<file path="config.mk">
export PLATFORM = sky130hd
export DESIGN_NAME = pc_sp_ctrl_flat
export DESIGN_NICKNAME = d
export VERILOG_FILES = /design/src/rtl/pc_sp_ctrl_pkg.sv /design/src/rtl/pc_sp_ctrl_if.sv /design/src/rtl/pc_sp_ctrl_sp_unit.sv /design/src/rtl/pc_sp_ctrl.sv /design/src/flat_wrapper.sv
export SDC_FILE = /design/constraint.sdc
export NUM_CORES = 1
export LEC_CHECK = 0
export CAP_MARGIN = 25
export CORE_ASPECT_RATIO = 1.75
export CORE_UTILIZATION = 54
export DETAILED_ROUTE_END_ITERATION = 12
export GPL_TIMING_DRIVEN = 0
export PLACE_DENSITY = 0.95
export SETUP_SLACK_MARGIN = 0.02
export SLEW_MARGIN = 20
export SYNTH_ARGS = -nofsm -noshare
export SYNTH_HDL_FRONTEND = slang
export SYNTH_SLANG_ARGS = --single-unit
</file>
<file path="constraint.sdc">
create_clock -name clk -period 9.8 [get_ports clk]
set_input_delay 2.94 -clock clk [delete_from_list [all_inputs] [get_ports clk]]
set_output_delay 2.94 -clock clk [all_outputs]
set_load 0.05 [all_outputs]
</file>
<file path="src/rtl/pc_sp_ctrl_pkg.sv">
// Shared types, defaults and stack-bound helpers for the
// combined program-counter / stack-pointer controller.
package pc_sp_pkg;

  typedef enum logic [1:0] {
    IDLE,
    CALL_WR,
    RET_RD
  } state_t;

  localparam logic [15:0] PC_RESET_D = 16'h0000;
  localparam logic [15:0] SP_RESET_D = 16'h018F;
  localparam logic [15:0] SP_LIMIT_D = 16'h0100;

  // Full means the slot below the lowest valid one is next.
  function automatic logic sp_full(
    input logic [31:0] sp,
    input logic [31:0] limit = 32'(SP_LIMIT_D)
  );
    return sp == (limit - 32'd1);
  endfunction

  function automatic logic sp_empty(
    input logic [31:0] sp,
    input logic [31:0] top = 32'(SP_RESET_D)
  );
    return sp == top;
  endfunction

endpackage

</file>
<file path="src/rtl/pc_sp_ctrl_if.sv">
// Data-memory request/acknowledge port between the
// controller (master) and the memory arbiter (slave).
interface pc_sp_ctrl_if #(
  parameter int ADDR_W = 16
);
  logic              mem_req;
  logic              mem_we;
  logic [ADDR_W-1:0] mem_addr;
  logic [ADDR_W-1:0] mem_wdata;
  logic [ADDR_W-1:0] mem_rdata;
  logic              mem_ack;

  modport master (
    output mem_req, mem_we, mem_addr, mem_wdata,
    input  mem_rdata, mem_ack
  );

  modport slave (
    input  mem_req, mem_we, mem_addr, mem_wdata,
    output mem_rdata, mem_ack
  );
endinterface

</file>
<file path="src/rtl/pc_sp_ctrl_sp_unit.sv">
// Descending stack pointer with bounds checks and sticky
// overflow/underflow flags.
module sp_unit
  import pc_sp_pkg::*;
#(
  parameter int              ADDR_W   = 16,
  parameter logic [ADDR_W-1:0] SP_RESET = ADDR_W'(SP_RESET_D),
  parameter logic [ADDR_W-1:0] SP_LIMIT = ADDR_W'(SP_LIMIT_D)
) (
  input  logic              clk,
  input  logic              reset,
  input  logic              dec,
  input  logic              inc,
  input  logic              clr_flags,
  output logic [ADDR_W-1:0] sp,
  output logic              full,
  output logic              empty,
  output logic              ovf,
  output logic              unf
);

  localparam logic [ADDR_W-1:0] ONE = ADDR_W'(1);

  logic dec_only;
  logic inc_only;
  logic set_ovf;
  logic set_unf;

  assign full     = sp_full(32'(sp), 32'(SP_LIMIT));
  assign empty    = sp_empty(32'(sp), 32'(SP_RESET));
  assign dec_only = dec & ~inc;
  assign inc_only = inc & ~dec;
  assign set_ovf  = dec_only & full;
  assign set_unf  = inc_only & empty;

  // A new error in the same cycle as a clear keeps the flag set.
  always_ff @(posedge clk or posedge reset) begin
    if (reset) begin
      sp  <= SP_RESET;
      ovf <= 1'b0;
      unf <= 1'b0;
    end else begin
      if (dec_only && !full) begin
        sp <= sp - ONE;
      end else if (inc_only && !empty) begin
        sp <= sp + ONE;
      end
      ovf <= set_ovf | (ovf & ~clr_flags);
      unf <= set_unf | (unf & ~clr_flags);
    end
  end

endmodule

</file>
<file path="src/rtl/pc_sp_ctrl.sv">
// Program counter plus hardware stack controller; runs
// CALL/RET as request/acknowledge sequences on the data port.
module pc_sp_ctrl
  import pc_sp_pkg::*;
#(
  parameter int                ADDR_W   = 16,
  parameter logic [ADDR_W-1:0] PC_RESET = ADDR_W'(PC_RESET_D),
  parameter logic [ADDR_W-1:0] SP_RESET = ADDR_W'(SP_RESET_D),
  parameter logic [ADDR_W-1:0] SP_LIMIT = ADDR_W'(SP_LIMIT_D),
  parameter int                PC_STEP  = 1
) (
  input  logic               clk,
  input  logic               reset,
  input  logic               pc_inc,
  input  logic               pc_load,
  input  logic [ADDR_W-1:0]  pc_load_addr,
  input  logic               call,
  input  logic [ADDR_W-1:0]  call_target,
  input  logic               ret,
  input  logic               push,
  input  logic               pop,
  input  logic               clr_flags,
  pc_sp_ctrl_if.master       mem,
  output logic [ADDR_W-1:0]  pc_out,
  output logic [ADDR_W-1:0]  sp_out,
  output logic               busy,
  output logic               ovf,
  output logic               unf
);

  localparam logic [ADDR_W-1:0] STEP = ADDR_W'(PC_STEP);
  localparam logic [ADDR_W-1:0] ONE  = ADDR_W'(1);

  state_t            state;
  logic [ADDR_W-1:0] pc;
  logic [ADDR_W-1:0] tgt;
  logic [ADDR_W-1:0] sp;
  logic              full;
  logic              empty;
  logic              idle;
  logic              act_call;
  logic              act_ret;
  logic              act_ld;
  logic              act_inc;
  logic              sp_dec;
  logic              sp_inc;

  assign idle     = (state == IDLE);
  assign act_call = idle & call;
  assign act_ret  = idle & ~call & ret;
  assign act_ld   = idle & ~call & ~ret & pc_load;
  assign act_inc  = idle & ~call & ~ret & ~pc_load & pc_inc;

  // A refused call/ret is routed to the SP unit to raise its flag.
  always_comb begin
    sp_dec = 1'b0;
    sp_inc = 1'b0;
    if (idle) begin
      if (call) begin
        sp_dec = full;
      end else if (ret) begin
        sp_inc = empty;
      end else begin
        sp_dec = push;
        sp_inc = pop;
      end
    end else if (state == CALL_WR) begin
      sp_dec = mem.mem_ack;
    end else begin
      sp_inc = mem.mem_ack;
    end
  end

  sp_unit #(
    .ADDR_W   (ADDR_W),
    .SP_RESET (SP_RESET),
    .SP_LIMIT (SP_LIMIT)
  ) u_sp (
    .clk       (clk),
    .reset     (reset),
    .dec       (sp_dec),
    .inc       (sp_inc),
    .clr_flags (clr_flags & idle),
    .sp        (sp),
    .full      (full),
    .empty     (empty),
    .ovf       (ovf),
    .unf       (unf)
  );

  always_ff @(posedge clk or posedge reset) begin
    if (reset) begin
      state         <= IDLE;
      pc            <= PC_RESET;
      tgt           <= '0;
      busy          <= 1'b0;
      mem.mem_req   <= 1'b0;
      mem.mem_we    <= 1'b0;
      mem.mem_addr  <= '0;
      mem.mem_wdata <= '0;
    end else begin
      unique case (state)
        IDLE: begin
          unique case (1'b1)
            act_call: begin
              if (!full) begin
                state         <= CALL_WR;
                busy          <= 1'b1;
                tgt           <= call_target;
                mem.mem_req   <= 1'b1;
                mem.mem_we    <= 1'b1;
                mem.mem_addr  <= sp;
                mem.mem_wdata <= pc + STEP;
              end
            end
            act_ret: begin
              if (!empty) begin
                state        <= RET_RD;
                busy         <= 1'b1;
                mem.mem_req  <= 1'b1;
                mem.mem_we   <= 1'b0;
                mem.mem_addr <= sp + ONE;
              end
            end
            act_ld:  pc <= pc_load_addr;
            act_inc: pc <= pc + STEP;
            default: ;
          endcase
        end
        CALL_WR, RET_RD: begin
          if (mem.mem_ack) begin
            pc            <= (state == CALL_WR) ? tgt : mem.mem_rdata;
            state         <= IDLE;
            busy          <= 1'b0;
            mem.mem_req   <= 1'b0;
            mem.mem_we    <= 1'b0;
            mem.mem_addr  <= '0;
            mem.mem_wdata <= '0;
          end
        end
        default: state <= IDLE;
      endcase
    end
  end

  assign pc_out = pc;
  assign sp_out = sp;

endmodule
</file>
<file path="src/flat_wrapper.sv">
// flat-port wrapper written by rule: the top's interface ports become plain ports
module pc_sp_ctrl_flat import pc_sp_pkg::*;
#(
  parameter int                ADDR_W   = 16,
  parameter logic [ADDR_W-1:0] PC_RESET = ADDR_W'(PC_RESET_D),
  parameter logic [ADDR_W-1:0] SP_RESET = ADDR_W'(SP_RESET_D),
  parameter logic [ADDR_W-1:0] SP_LIMIT = ADDR_W'(SP_LIMIT_D),
  parameter int                PC_STEP  = 1
)
  (clk, reset, pc_inc, pc_load, pc_load_addr, call, call_target, ret, push, pop, clr_flags, pc_out, sp_out, busy, ovf, unf, mem_mem_req, mem_mem_we, mem_mem_addr, mem_mem_wdata, mem_mem_rdata, mem_mem_ack);
  pc_sp_ctrl_if #(.ADDR_W(ADDR_W)) mem_i ();
  input  logic clk;
  input  logic reset;
  input  logic pc_inc;
  input  logic pc_load;
  input  logic [ADDR_W-1:0] pc_load_addr;
  input  logic call;
  input  logic [ADDR_W-1:0] call_target;
  input  logic ret;
  input  logic push;
  input  logic pop;
  input  logic clr_flags;
  output logic [ADDR_W-1:0] pc_out;
  output logic [ADDR_W-1:0] sp_out;
  output logic busy;
  output logic ovf;
  output logic unf;
  output wire logic [$bits(mem_i.mem_req)-1:0] mem_mem_req;
  output wire logic [$bits(mem_i.mem_we)-1:0] mem_mem_we;
  output wire logic [$bits(mem_i.mem_addr)-1:0] mem_mem_addr;
  output wire logic [$bits(mem_i.mem_wdata)-1:0] mem_mem_wdata;
  input wire logic [$bits(mem_i.mem_rdata)-1:0] mem_mem_rdata;
  input wire logic [$bits(mem_i.mem_ack)-1:0] mem_mem_ack;
  assign mem_mem_req = mem_i.mem_req;
  assign mem_mem_we = mem_i.mem_we;
  assign mem_mem_addr = mem_i.mem_addr;
  assign mem_mem_wdata = mem_i.mem_wdata;
  assign mem_i.mem_rdata = mem_mem_rdata;
  assign mem_i.mem_ack = mem_mem_ack;
  pc_sp_ctrl #(.ADDR_W(ADDR_W), .PC_RESET(PC_RESET), .SP_RESET(SP_RESET), .SP_LIMIT(SP_LIMIT), .PC_STEP(PC_STEP)) u_core (.clk(clk), .reset(reset), .pc_inc(pc_inc), .pc_load(pc_load), .pc_load_addr(pc_load_addr), .call(call), .call_target(call_target), .ret(ret), .push(push), .pop(pop), .clr_flags(clr_flags), .mem(mem_i), .pc_out(pc_out), .sp_out(sp_out), .busy(busy), .ovf(ovf), .unf(unf));
endmodule
</file>
==> flow_metrics.env <==
export IMPL_fin_skew_ns=0.009254
export IMPL_synth_area_leaders="dfrtp_1 (40%), mux2_2 (4.5%), nand2_1 (4.5%)"
export IMPL_syn_inst=497
export IMPL_drc=0
export IMPL_path_class="primary input to register"
export IMPL_finalCritPeriodShare_pct=52.07
export IMPL_pin_count=127
export IMPL_vias_per_cell=5.979
export IMPL_cap_violations=0
export IMPL_setup_viol=0
export IMPL_hold_viol=0
export IMPL_peakVddDrop_uv=233.9
export IMPL_fin_cells=760
export IMPL_initial_core_util_pct=55.29
export IMPL_firstDrtPassIters=5
export IMPL_grtUsageMet2_pct=58.72
export IMPL_stdcell_area_um2=6761
export IMPL_fp_dieArea_um2=9656
export IMPL_antenna_found_initial=0
export IMPL_hpwl_um=11140
export IMPL_drive_gt1_share_pct=13.91
export IMPL_grt_pass1_vias=4726
export IMPL_grtUsageMet1_pct=32.65
export IMPL_nNetsFinal=698
export IMPL_hp_class="register to register"
export IMPL_gr_usage_met3_pct=7.076
export IMPL_min_period_ns=5.102
export IMPL_syn_avg_cell_area_um2=10.05
export IMPL_placed_cell_area_um2=6437
export IMPL_synth_edf_count=0
export IMPL_cts_tree="yes"
export IMPL_wl_per_cell_um=19.05
export IMPL_p_clk_share_pct=14.1
export IMPL_die_y_um=129.2
export IMPL_track_usage_pct=32.01
export IMPL_cts_buffers=9
export IMPL_top_usage_layer="met2"
export IMPL_r2r_end="u_core.pc_out[9]"
export IMPL_wl_um=14480
export IMPL_synth_area_um2=4996
export IMPL_p_total_mw=2.659
export IMPL_rows=46
export IMPL_yosysSeqAreaShare_pct=43.23
export IMPL_synth_area_leader_cell="dfrtp_1"
export IMPL_num_fill_cells=630
export IMPL_cp_required_ns=10.03
export IMPL_final_cell_mix="clkdlybuf4s50_1 (126), dfrtp_1 (80), nand2_1 (60), nor2_1 (34), xor2_1 (25)"
export IMPL_ys_flop_type="dfrtp_1"
export IMPL_insertion_delay_ns=0.35
export IMPL_ant_nets=0
export IMPL_combPwrFrac_pct=60.8
export IMPL_via_count=4544
export IMPL_r2r_start="u_core.state[0]"
export IMPL_die_w_um=74.71
export IMPL_hold_depth=2
export IMPL_p_int_mw=1.342
export IMPL_critPathCaptureType="register"
export IMPL_synth_top_area_share_pct=40.07
export IMPL_pwr_share_seq_pct=25.0
export IMPL_layout_commonest_cell="clkdlybuf4s50_1"
export IMPL_slew_headroom_pct=43.41
export IMPL_antenna_cells=0
export IMPL_swShare_pct=49.53
export IMPL_drt_iter0_markers=290
export IMPL_dp_cells=744
export IMPL_postCtsSetupBuffers=0
export IMPL_slew_viol_final=0
export IMPL_power_switching_mw=1.317
export IMPL_gp_congestion=0.9126
export IMPL_min_to="u_core.mem.mem_wdata[14]"
export IMPL_grt_pass1_wl_um=23000
export IMPL_hold_ws_ns=0.4835
export IMPL_ys_types=64
export IMPL_path_clk_slew_ns=0.06
export IMPL_cts_htree_levels=3
export IMPL_clk_path_buf_depth=2
export IMPL_hold_start="u_core.mem.mem_wdata[14]"
export IMPL_core_um2=9036
export IMPL_syn2layout_area_growth_pct=35.34
export IMPL_cp_arrival_ns=5.33
export IMPL_status="finished, final reports clean"
export IMPL_max_freq_mhz=196.0
export IMPL_overflow=0
export IMPL_reg2reg_depth=8
export IMPL_synth_seq_cells=86
export IMPL_rsz0062_at_grt="false"
export IMPL_p_per_area_nw_per_um2=393.2
export IMPL_worstSetupStartpointType="primary input"
export IMPL_tightest_slew_ns=0.8411
export IMPL_syn_num_nets=560
export IMPL_cts_hold_buf=0
export IMPL_cts_repair_resized=0
export IMPL_cts_root_buf="clkbuf_16"
export IMPL_setup_tns_final_ns=0
export IMPL_rrSetupSlack_ns=6.94
export IMPL_grt_max_degree=49
export IMPL_critPathMaxFanout=10
export IMPL_yosys_warnings=0
export IMPL_p_leak_nw=2.758
export IMPL_cts_num_sinks=86
export IMPL_synthArstFlopShare_pct=100.0
export IMPL_portBuffers=126
## registers in the layout, summed over array words and instances, names as in the netlist, 2 cells and up
| name | flops |
|---|---|
| u_core.tgt | 16 |
| u_core.u_sp.sp | 16 |
| u_core.mem.mem_wdata | 16 |
| u_core.pc_out | 16 |
| u_core.state | 2 |
| u_core.mem.mem_addr | 16 |
## kinds of logic (layout without fill, tap and decap cells)
family                   count (synthesis)  in the layout  share of synthesized area (%)
buffers and inverters                   51            194                          4.908
XOR/XNOR                                42             42                          7.363
AND/OR/NAND/NOR                        176            176                          17.93
adder cells (fa/ha/maj)                  5              5                          1.252
multiplexers                            40             40                          9.567
AO/OA/AOI/OAI                           97             97                          15.75
flip-flops                              86             86                          43.23
## critical path: stages
cell and delay (ns):
clkdlybuf4s50_1 0.53, and3b_1 0.26, clkbuf_1 0.42, nand2_1 0.20
nor2_1 0.25, a2111o_1 0.35, buf_4 0.29, o2bb2ai_2 0.09
## synthesized netlist by cell type, types with 3 or more instances
master     number
mux2i_1         8
nor3_1          5
o31ai_1        15
o311ai_0        4
dfstp_2         6
nor2_1         34
o32ai_1         9
a211o_1         3
ha_1            5
or2_2           3
o2bb2ai_2      10
or3_1           4
nand4_1        16
mux2_2         20
buf_2           9
o211ai_1        5
and2_1          3
clkbuf_1       23
a21oi_1        13
mux2_4         10
a31oi_1         4
nand3_1        24
o21ai_0        11
xor2_1         25
nand2_1        60
o2bb2ai_1       5
inv_1          12
nand3b_1        3
dfrtp_1        80
xnor2_1        17
buf_4           3
and4_1          4
## metal layers
| layer | vias up | share of wire (%) |
|---|---|---|
| li1 | 2082 | - |
| met1 | 2179 | 34 |
| met2 | 231 | 56 |
| met3 | 52 | 6.0 |
| met4 | 0 | 4.1 |
| met5 | - | 0 |
## per-stage QoR
step	util [%]	setup slack, ns
3_3_place_gp	70.91	3.430
5_1_grt	74.83	4.572
6_report	74.83	4.698
4_1_cts	74.83	4.724
2_1_floorplan	-	4.648
3_5_place_dp	71.24	4.374
## how the worst max path moves through the flow
| stage | from | endpoint | slack [ns] | cells past startpoint |
|---|---|---|---|---|
| 2_1_floorplan | reset | u_core.busy | 4.65 | 1 |
| 3_3_place_gp | reset | u_core.mem.mem_addr[7] | 3.43 | 2 |
| 3_5_place_dp | call | u_core.mem.mem_addr[15] | 4.37 | 8 |
| 4_1_cts | call | u_core.mem.mem_addr[2] | 4.72 | 8 |
| 5_1_grt | call | u_core.mem.mem_addr[2] | 4.57 | 8 |
| 6_report | call | u_core.mem.mem_addr[2] | 4.70 | 8 |
## area by class of cell
type | count | area (um^2) | share of cell area (%)
Sequential cell | 86 | 2160 | 31.94
Clock inverter | 6 | 85.08 | 1.258
Multi-Input combinational cell | 360 | 2591 | 38.32
Clock buffer | 10 | 239.0 | 3.534
Buffer | 39 | 200.2 | 2.961
Tap cell | 120 | 150.1 | 2.221
Timing Repair Buffer | 127 | 1289 | 19.06
Inverter | 12 | 47.55 | 0.7032
## power groups by stage
stage | combinational [mW] | sequential [mW] | clock [mW]
4_1_cts | 1.61 | 0.661 | 0.377
2_1_floorplan | 0.755 | 1.02 | 0
3_5_place_dp | 1.60 | 0.665 | 0
3_3_place_gp | 1.56 | 0.657 | 0
5_1_grt | 1.71 | 0.684 | 0.389
6_report | 1.62 | 0.665 | 0.376
Power figures use the tool's default switching activity.
